<file path="src/rtl/dcache_pkg.sv">
// Shared types and address helpers for the data-cache control stage.
// Tag words are {valid, dirty, tag}; lines are 8 words of 32 bits.
package dcache_pkg;

    localparam int ADDR_W    = 32;
    localparam int WORD_W    = 32;
    localparam int LINE_W    = 256;
    localparam int IDX_W     = 4;
    localparam int OFF_W     = 5;
    localparam int SEL_W     = 3;
    localparam int TAG_W     = ADDR_W - IDX_W - OFF_W;
    localparam int STAG_W    = TAG_W + 2;
    localparam int VALID_BIT = 24;
    localparam int DIRTY_BIT = 23;

    typedef enum logic [2:0] {
        IDLE,
        MISS,
        WRITEBACK,
        REFILL,
        FILL,
        DONE
    } state_t;

    function automatic logic [TAG_W-1:0] addr_tag(input logic [ADDR_W-1:0] a);
        return a[ADDR_W-1 -: TAG_W];
    endfunction

    function automatic logic [IDX_W-1:0] addr_idx(input logic [ADDR_W-1:0] a);
        return a[OFF_W +: IDX_W];
    endfunction

    function automatic logic [SEL_W-1:0] addr_word(input logic [ADDR_W-1:0] a);
        return a[2 +: SEL_W];
    endfunction

    function automatic logic [ADDR_W-1:0] line_addr(
        input logic [TAG_W-1:0] tag,
        input logic [IDX_W-1:0] idx
    );
        return {tag, idx, {OFF_W{1'b0}}};
    endfunction

endpackage

</file>
<file path="src/rtl/dcache_if.sv">
// CPU, SRAM and memory signals of the data-cache control stage.
// master is the controller view, slave the surrounding environment.
interface dcache_if;
    import dcache_pkg::*;

    logic [ADDR_W-1:0] cpu_addr_i;
    logic [WORD_W-1:0] cpu_data_i;
    logic              cpu_MemRead_i;
    logic              cpu_MemWrite_i;
    logic [WORD_W-1:0] cpu_data_o;
    logic              cpu_stall_o;

    logic [IDX_W-1:0]  sram_addr_o;
    logic [STAG_W-1:0] sram_tag_o;
    logic [LINE_W-1:0] sram_data_o;
    logic              sram_enable_o;
    logic              sram_write_o;
    logic [STAG_W-1:0] sram_tag_i;
    logic [LINE_W-1:0] sram_data_i;
    logic              sram_hit_i;

    logic [ADDR_W-1:0] mem_addr_o;
    logic [LINE_W-1:0] mem_data_o;
    logic              mem_enable_o;
    logic              mem_write_o;
    logic [LINE_W-1:0] mem_data_i;
    logic              mem_ack_i;

    modport master (
        input  cpu_addr_i, cpu_data_i, cpu_MemRead_i, cpu_MemWrite_i,
        output cpu_data_o, cpu_stall_o,
        output sram_addr_o, sram_tag_o, sram_data_o,
        output sram_enable_o, sram_write_o,
        input  sram_tag_i, sram_data_i, sram_hit_i,
        output mem_addr_o, mem_data_o, mem_enable_o, mem_write_o,
        input  mem_data_i, mem_ack_i
    );

    modport slave (
        output cpu_addr_i, cpu_data_i, cpu_MemRead_i, cpu_MemWrite_i,
        input  cpu_data_o, cpu_stall_o,
        input  sram_addr_o, sram_tag_o, sram_data_o,
        input  sram_enable_o, sram_write_o,
        output sram_tag_i, sram_data_i, sram_hit_i,
        input  mem_addr_o, mem_data_o, mem_enable_o, mem_write_o,
        output mem_data_i, mem_ack_i
    );

endinterface

</file>
<file path="src/rtl/dcache_word_merge.sv">
// Replaces one word of a cache line and extracts the same word
// from the unmodified line.
module dcache_word_merge
    import dcache_pkg::*;
(
    input  logic [LINE_W-1:0] line_i,
    input  logic [SEL_W-1:0]  sel_i,
    input  logic [WORD_W-1:0] word_i,
    output logic [LINE_W-1:0] line_o,
    output logic [WORD_W-1:0] word_o
);

    always_comb begin
        line_o = line_i;
        line_o[WORD_W*sel_i +: WORD_W] = word_i;
    end

    assign word_o = line_i[WORD_W*sel_i +: WORD_W];

endmodule

</file>
<file path="src/rtl/dcache_controller.sv">
// Data-cache control stage: hit path in IDLE, miss handling with
// write-back, refill, fill and replay of the stalled access.
module dcache_controller
    import dcache_pkg::*;
(
    input  logic     clk_i,
    input  logic     rst_i,
    dcache_if.master bus
);

    state_t            state_q, state_d;
    logic [TAG_W-1:0]  tag_q;
    logic [IDX_W-1:0]  idx_q;
    logic [SEL_W-1:0]  sel_q;
    logic [WORD_W-1:0] data_q;
    logic              store_q;
    logic [STAG_W-1:0] vtag_q;
    logic [LINE_W-1:0] vline_q;
    logic [LINE_W-1:0] line_q;

    logic              req, store, idle, vdirty;
    logic [LINE_W-1:0] m_line, m_merged;
    logic [SEL_W-1:0]  m_sel;
    logic [WORD_W-1:0] m_in, m_word;

    assign req    = bus.cpu_MemRead_i | bus.cpu_MemWrite_i;
    assign store  = bus.cpu_MemWrite_i;
    assign idle   = (state_q == IDLE);
    assign vdirty = vtag_q[VALID_BIT] & vtag_q[DIRTY_BIT];

    // IDLE merges into the hit line; FILL merges into the refilled line
    assign m_line = (state_q == FILL) ? line_q : bus.sram_data_i;
    assign m_sel  = idle ? addr_word(bus.cpu_addr_i) : sel_q;
    assign m_in   = idle ? bus.cpu_data_i : data_q;

    dcache_word_merge u_merge (
        .line_i (m_line),
        .sel_i  (m_sel),
        .word_i (m_in),
        .line_o (m_merged),
        .word_o (m_word)
    );

    always_ff @(posedge clk_i) begin
        if (!rst_i) begin
            state_q <= IDLE;
            tag_q   <= '0;
            idx_q   <= '0;
            sel_q   <= '0;
            data_q  <= '0;
            store_q <= 1'b0;
            vtag_q  <= '0;
            vline_q <= '0;
            line_q  <= '0;
        end else begin
            state_q <= state_d;
            if (idle && req && !bus.sram_hit_i) begin
                tag_q   <= addr_tag(bus.cpu_addr_i);
                idx_q   <= addr_idx(bus.cpu_addr_i);
                sel_q   <= addr_word(bus.cpu_addr_i);
                data_q  <= bus.cpu_data_i;
                store_q <= store;
                vtag_q  <= bus.sram_tag_i;
                vline_q <= bus.sram_data_i;
            end
            if (state_q == REFILL && bus.mem_ack_i) begin
                line_q <= bus.mem_data_i;
            end
        end
    end

    always_comb begin
        state_d           = state_q;
        bus.cpu_data_o    = '0;
        bus.cpu_stall_o   = 1'b0;
        bus.sram_addr_o   = idx_q;
        bus.sram_tag_o    = '0;
        bus.sram_data_o   = '0;
        bus.sram_enable_o = 1'b0;
        bus.sram_write_o  = 1'b0;
        bus.mem_addr_o    = '0;
        bus.mem_data_o    = '0;
        bus.mem_enable_o  = 1'b0;
        bus.mem_write_o   = 1'b0;
        unique case (state_q)
            IDLE: begin
                bus.sram_addr_o = addr_idx(bus.cpu_addr_i);
                if (req) begin
                    bus.sram_enable_o = 1'b1;
                    bus.sram_tag_o = {2'b10, addr_tag(bus.cpu_addr_i)};
                    if (!bus.sram_hit_i) begin
                        bus.cpu_stall_o = 1'b1;
                        state_d = MISS;
                    end else if (store) begin
                        bus.sram_write_o = 1'b1;
                        bus.sram_data_o  = m_merged;
                        bus.sram_tag_o = {2'b11, addr_tag(bus.cpu_addr_i)};
                    end else begin
                        bus.cpu_data_o = m_word;
                    end
                end
            end
            MISS: begin
                bus.cpu_stall_o  = 1'b1;
                bus.mem_enable_o = 1'b1;
                if (vdirty) begin
                    bus.mem_write_o = 1'b1;
                    bus.mem_addr_o = line_addr(vtag_q[TAG_W-1:0], idx_q);
                    bus.mem_data_o = vline_q;
                    state_d = WRITEBACK;
                end else begin
                    bus.mem_addr_o = line_addr(tag_q, idx_q);
                    state_d = REFILL;
                end
            end
            WRITEBACK: begin
                bus.cpu_stall_o  = 1'b1;
                bus.mem_enable_o = 1'b1;
                bus.mem_write_o  = 1'b1;
                bus.mem_addr_o = line_addr(vtag_q[TAG_W-1:0], idx_q);
                bus.mem_data_o = vline_q;
                if (bus.mem_ack_i) state_d = REFILL;
            end
            REFILL: begin
                bus.cpu_stall_o  = 1'b1;
                bus.mem_enable_o = 1'b1;
                bus.mem_addr_o = line_addr(tag_q, idx_q);
                if (bus.mem_ack_i) state_d = FILL;
            end
            FILL: begin
                bus.cpu_stall_o   = 1'b1;
                bus.sram_enable_o = 1'b1;
                bus.sram_write_o  = 1'b1;
                bus.sram_data_o   = store_q ? m_merged : line_q;
                bus.sram_tag_o    = {1'b1, store_q, tag_q};
                state_d = DONE;
            end
            DONE: begin
                bus.sram_enable_o = 1'b1;
                bus.sram_tag_o    = {2'b10, tag_q};
                if (!store_q) bus.cpu_data_o = m_word;
                state_d = IDLE;
            end
            default: state_d = IDLE;
        endcase
    end

endmodule
</file>
<file path="src/flat_wrapper.sv">
// flat-port wrapper written by rule: the top's interface ports become plain ports
module dcache_controller_flat import dcache_pkg::*;
  (clk_i, rst_i, bus_cpu_addr_i, bus_cpu_data_i, bus_cpu_MemRead_i, bus_cpu_MemWrite_i, bus_cpu_data_o, bus_cpu_stall_o, bus_sram_addr_o, bus_sram_tag_o, bus_sram_data_o, bus_sram_enable_o, bus_sram_write_o, bus_sram_tag_i, bus_sram_data_i, bus_sram_hit_i, bus_mem_addr_o, bus_mem_data_o, bus_mem_enable_o, bus_mem_write_o, bus_mem_data_i, bus_mem_ack_i);
  dcache_if bus_i ();
  input  logic clk_i;
  input  logic rst_i;
  input wire logic [$bits(bus_i.cpu_addr_i)-1:0] bus_cpu_addr_i;
  input wire logic [$bits(bus_i.cpu_data_i)-1:0] bus_cpu_data_i;
  input wire logic [$bits(bus_i.cpu_MemRead_i)-1:0] bus_cpu_MemRead_i;
  input wire logic [$bits(bus_i.cpu_MemWrite_i)-1:0] bus_cpu_MemWrite_i;
  output wire logic [$bits(bus_i.cpu_data_o)-1:0] bus_cpu_data_o;
  output wire logic [$bits(bus_i.cpu_stall_o)-1:0] bus_cpu_stall_o;
  output wire logic [$bits(bus_i.sram_addr_o)-1:0] bus_sram_addr_o;
  output wire logic [$bits(bus_i.sram_tag_o)-1:0] bus_sram_tag_o;
  output wire logic [$bits(bus_i.sram_data_o)-1:0] bus_sram_data_o;
  output wire logic [$bits(bus_i.sram_enable_o)-1:0] bus_sram_enable_o;
  output wire logic [$bits(bus_i.sram_write_o)-1:0] bus_sram_write_o;
  input wire logic [$bits(bus_i.sram_tag_i)-1:0] bus_sram_tag_i;
  input wire logic [$bits(bus_i.sram_data_i)-1:0] bus_sram_data_i;
  input wire logic [$bits(bus_i.sram_hit_i)-1:0] bus_sram_hit_i;
  output wire logic [$bits(bus_i.mem_addr_o)-1:0] bus_mem_addr_o;
  output wire logic [$bits(bus_i.mem_data_o)-1:0] bus_mem_data_o;
  output wire logic [$bits(bus_i.mem_enable_o)-1:0] bus_mem_enable_o;
  output wire logic [$bits(bus_i.mem_write_o)-1:0] bus_mem_write_o;
  input wire logic [$bits(bus_i.mem_data_i)-1:0] bus_mem_data_i;
  input wire logic [$bits(bus_i.mem_ack_i)-1:0] bus_mem_ack_i;
  assign bus_i.cpu_addr_i = bus_cpu_addr_i;
  assign bus_i.cpu_data_i = bus_cpu_data_i;
  assign bus_i.cpu_MemRead_i = bus_cpu_MemRead_i;
  assign bus_i.cpu_MemWrite_i = bus_cpu_MemWrite_i;
  assign bus_cpu_data_o = bus_i.cpu_data_o;
  assign bus_cpu_stall_o = bus_i.cpu_stall_o;
  assign bus_sram_addr_o = bus_i.sram_addr_o;
  assign bus_sram_tag_o = bus_i.sram_tag_o;
  assign bus_sram_data_o = bus_i.sram_data_o;
  assign bus_sram_enable_o = bus_i.sram_enable_o;
  assign bus_sram_write_o = bus_i.sram_write_o;
  assign bus_i.sram_tag_i = bus_sram_tag_i;
  assign bus_i.sram_data_i = bus_sram_data_i;
  assign bus_i.sram_hit_i = bus_sram_hit_i;
  assign bus_mem_addr_o = bus_i.mem_addr_o;
  assign bus_mem_data_o = bus_i.mem_data_o;
  assign bus_mem_enable_o = bus_i.mem_enable_o;
  assign bus_mem_write_o = bus_i.mem_write_o;
  assign bus_i.mem_data_i = bus_mem_data_i;
  assign bus_i.mem_ack_i = bus_mem_ack_i;
  dcache_controller u_core (.clk_i(clk_i), .rst_i(rst_i), .bus(bus_i));
endmodule
</file>
<file path="config.mk">
export PLATFORM = sky130hd
export DESIGN_NAME = dcache_controller_flat
export DESIGN_NICKNAME = d
export VERILOG_FILES = /design/src/rtl/dcache_pkg.sv /design/src/rtl/dcache_if.sv /design/src/rtl/dcache_word_merge.sv /design/src/rtl/dcache_controller.sv /design/src/flat_wrapper.sv
export SDC_FILE = /design/constraint.sdc
export NUM_CORES = 2
export LEC_CHECK = 0
export BUFFER_PORTS_ARGS = -buffer_cell sky130_fd_sc_hd__buf_2
export CELL_PAD_IN_SITES_DETAIL_PLACEMENT = 1
export CELL_PAD_IN_SITES_GLOBAL_PLACEMENT = 1
export CORE_AREA = 2 2 473 475
export CTS_CLUSTER_DIAMETER = 80
export CTS_CLUSTER_SIZE = 16
export DETAILED_ROUTE_END_ITERATION = 16
export DIE_AREA = 0 0 475 477
export GPL_TIMING_DRIVEN = 0
export PLACE_DENSITY_LB_ADDON = 0.2
export REMOVE_ABC_BUFFERS = 1
export SYNTH_ARGS = -nofsm -noshare
export SYNTH_HDL_FRONTEND = slang
export SYNTH_HIERARCHICAL = 1
export SYNTH_SLANG_ARGS = --single-unit
</file>
<file path="constraint.sdc">
create_clock -name clk_i -period 7.5 [get_ports clk_i]
set_input_delay 0.75 -clock clk_i [delete_from_list [all_inputs] [get_ports clk_i]]
set_output_delay 0.75 -clock clk_i [all_outputs]
set_load 0.02 [all_outputs]
</file>
==> results.txt <==
- Number of global-route vias before repair: 41360
- The clock net in this run drives a total of around 600 sinks.
* Unique masters post-synth: between 50 and 60
- Master cell of the clock root buffer: clkbuf_16
- Met3 WL: approximately 21000 um
- The first global-routing pass estimated about 350000 um of wire.
* Area enclosed by the die boundary: about 0.23 mm^2
- Measured against its own limit, the worst slew margin works out to 0.3189.
* Crit-path max FO: 67
- Of the total power, registers draw 0.254.
* Clock latency on the worst-skew pair: 0.70 ns
- Post-detailed-route DRC marker count: 0
- In the global route stage, overall resource usage came out at 0.2180.
- Peak VDD IR: 278.4 uV
* Power consumption: around 0.014 W
* Top cells by area in the synthesized netlist: dfxtp_1 33%, mux2_2 15%, a21oi_1 8.2%, nand2_1 7.8%, a22o_1 7.2%
- Row generation in the floorplan step produced approximately 170 rows.
- Counting flops with an async set or reset pin after synthesis yields a share of 0.
* Yosys warning count: 6
* Final Max Tran Viols: 0
- Number of cells traversed by the worst hold path: 3
- I/O Buffers: 1209
- Among all flip-flop cells after synthesis, the most frequent one is dfxtp_1.
- RSZ-0062 raised after global routing: false
- The clock arrives with 0.04048 ns of skew.
- Met2 layer wire length in the routed design: 122900 um
* Cell-internal power: slightly above 0.008 W
- Setup violators final: 0
- Die Y: around 480 um
* Crit Path Category: reg2out
- Share of synthesized area occupied by flip-flops and latches: 0.3295
- Hold Vio Cnt, Final: 0
- Counting tap cells, the placed design contains a total of around 8400 instances.
* Final hold slack: roughly 0.26 ns
* Half-perimeter wire length of the detailed placement result: ~200000 um
- In the final routing, the length of wire on met1 measures 103500 um.
- The biggest area contributor in the post-synthesis netlist is dfxtp_1.
* CP bufs+invs: 8
- The worst setup path is captured at an output port.
- Net switching power: 0.006135 W
* Static leakage: between 20 and 25 nW
- Total number of vias: 40130
* Final WL: between 200000 and 300000 um
* Combined area of the multi-input logic cells: 0.02233 mm^2
- TritonCTS clock tree: done
- Starting Density: 0.1655
- Mapped Area: 0.03664 mm^2
* Clock buffer depth: 3
- Die span in x: 475 um
- Largest stage delay on the critical path: between 0.8 and 0.9 ns
- 1217 I/O pins were placed.
* Gate power share: 0.434
* Family with the most delay on the worst path: buffers and inverters
- Fmax: around 140 MHz
- Max-cap violations in this run came to 0.
* Vias per Instance: between 4 and 5
- Antenna-violating nets left: 0
- Num CTS Buffers: 83
- Path type of the worst min-delay path: in2reg
- In this run the standard cell core region covers around 0.22 mm^2.
* Final net count: a little over 6000
- Global routing finished with a remaining overflow of 0.
- Slew @ Worst Pin: roughly 1.0 ns
- Final non-filler cell total: 8622
- The critical path goes through or3_4 > buf_16 > buf_16 > nand2_1 > nand2_4 > buf_16 > buf_16 > inv_1 > ha_4 > ha_4 > nor3b_4 > buf_8 > buf_8 > mux2_2 > a22o_1 > buf_2.
- In this run the top signal layer used is met5.
* Synth-to-Final Area Change: 40.24%
- Crit. path cell count: 16
- Data on the critical path arrives at its endpoint at 6.55 ns.
* Number of detailed-routing iterations run before antenna repair: 5
- Post-synthesis area per instance: between 8 and 9 um^2
- In this design, the critical path's most frequently occurring cell is buf_16.
- Of the cells placed in the final design, the portion with a size suffix greater than 1 is 0.3835.
- The worst setup path is launched from a register.
- Number of enable flip-flop cells after synthesis: 0
- Final cycle utilization of the critical path: 0.9733
- Gate count of the mapped netlist: ~4500
- Of the total power, the clock network draws 0.311.
- Area occupied by registers: 0.01208 mm^2
* Shortest clock period the worst path allows after layout: between 7 and 8 ns
- Power per Cell Area: about 280 mW/mm^2
- Final Util: 0.2320
- For the worst setup path, the data required time is 6.75 ns.
- Among all stages on the critical path, the largest delay is contributed by nor3b_4.
- DRC violation total after the first TritonRoute iteration: ~2200
- WL per Instance: between 20 and 30 um
* Weighted congestion reported at the end of routability-driven placement: approximately 0.79
- In this run the number of H-tree levels came out at 3.
* Number of flip-flops and latches in the synthesized netlist: around 600
- Status: completed
* Fillers: about 26000
- Entering global routing, the biggest net connects ~130 pins.
* Worst-path clk slew: 0.07 ns
- In the final timing run, aggregate negative setup slack is 0 ns.
- Switching share of total power: 0.4293
- The worst register-to-register path has a depth of 12.
- The share of synthesized area in the top cell type comes to 0.3295.
- Initial antenna violation count: ~150
-- synth_stat cells, types with 2 or more instances --
| master | count |
|---|---|
| inv_1 | 38 |
| mux2_2 | 474 |
| nor2_1 | 5 |
| nor3b_2 | 3 |
| o21ai_0 | 346 |
| nand3_1 | 345 |
| and3_1 | 34 |
| nand4b_1 | 2 |
| nand3b_4 | 2 |
| a21oi_1 | 602 |
| nor2b_1 | 2 |
| buf_6 | 29 |
| mux4_2 | 64 |
| mux2i_1 | 34 |
| a22o_1 | 302 |
| clkbuf_1 | 239 |
| ha_1 | 6 |
| buf_2 | 156 |
| dfxtp_1 | 603 |
| and2_1 | 356 |
| nand3b_1 | 2 |
| mux2_1 | 4 |
| buf_1 | 22 |
| buf_4 | 35 |
| nand2b_1 | 2 |
| nand2_1 | 761 |
-- layout by cell type (no fill, tap or decap), types with 85 or more instances in the layout --
master,synthesis,layout
a22o_1,302,302
and2_1,356,355
mux2_2,474,474
nand2_1,761,758
dfxtp_1,603,600
o21ai_0,346,346
nand3_1,345,345
clkbuf_16,0,85
buf_2,156,1209
a21oi_1,602,602
-- state kept, by name (all words and copies together), names as in the netlist --
signal          count
u_core/vtag_q      25
u_core/store_q      1
u_core/sel_q        3
u_core/idx_q        4
u_core/tag_q       23
u_core/line_q     256
u_core/vline_q    256
u_core/data_q      32
u_core/state_q      3
-- through the flow --
stage	instance area (um^2)	worst slack (ns)
after floorplan	34300	-10.74
after global placement	44080	-38.70
after detailed placement	47980	0.02107
after CTS	51190	0.03848
after global routing	51320	0.01003
final	51380	0.2004
-- worst register-to-register path, delay by kind of cell (launching register included) --
family | cells | cell delay [ns]
flip-flops | 1 | 0.60
AO/OA/AOI/OAI | 1 | 0.06
AND/OR/NAND/NOR | 2 | 0.67
buffers and inverters | 9 | 1.75
-- area by class of cell --
type,instances,area share
clock inverter,57,0.01383
inverter,39,0.003044
clock buffer,95,0.04310
antenna,59,0.002873
sequential,603,0.2350
multi-input combinational,3378,0.4346
timing repair buffer,1416,0.1951
tap,2975,0.07244
-- path summary, 6_finish.rpt --
| check | startpoint | to | slack, ns |
|---|---|---|---|
| worst max-delay path | u_core/state_q[1] | bus_sram_data_o[176] | 0.20 |
| worst min-delay path | bus_mem_data_i[246] | u_core/line_q[246] | 0.26 |
| worst min register to register | u_core/line_q[123] | u_core/line_q[123] | 0.47 |
| worst max register to register | u_core/state_q[1] | u_core/line_q[182] | 4.30 |
-- cells by family after synthesis --
group,synth area share
compound gates,0.2055
flops,0.3295
simple gates,0.1992
buf+inv,0.06813
fa+ha+maj,0.002049
mux,0.1955
other cells,0.0001024
-- power groups by stage --
stage	Combinational (W)	Sequential, W	Clock, W
after detailed placement	0.00608	0.00370	0
after CTS	0.00626	0.00363	0.00460
final	0.00621	0.00364	0.00445
after floorplan	0.00289	0.00364	0
after global placement	0.00413	0.00358	0
after global routing	0.00653	0.00367	0.00469
-- what timing repair did --
item	4_1_cts	5_1_grt
endpoints found under the setup margin	165	5
gates cloned	3	0
hold buffers	0	0
pin swaps	5	1
resized for setup	9	0
buffers inserted	17	4
-- per-layer routing --
layer	vias up	track usage
li1	17990	-
met1	20190	0.2567
met3	437	0.07134
met4	78	0.08201
met5	-	0
met2	1440	0.3651
(Power assumes the default switching activity.)
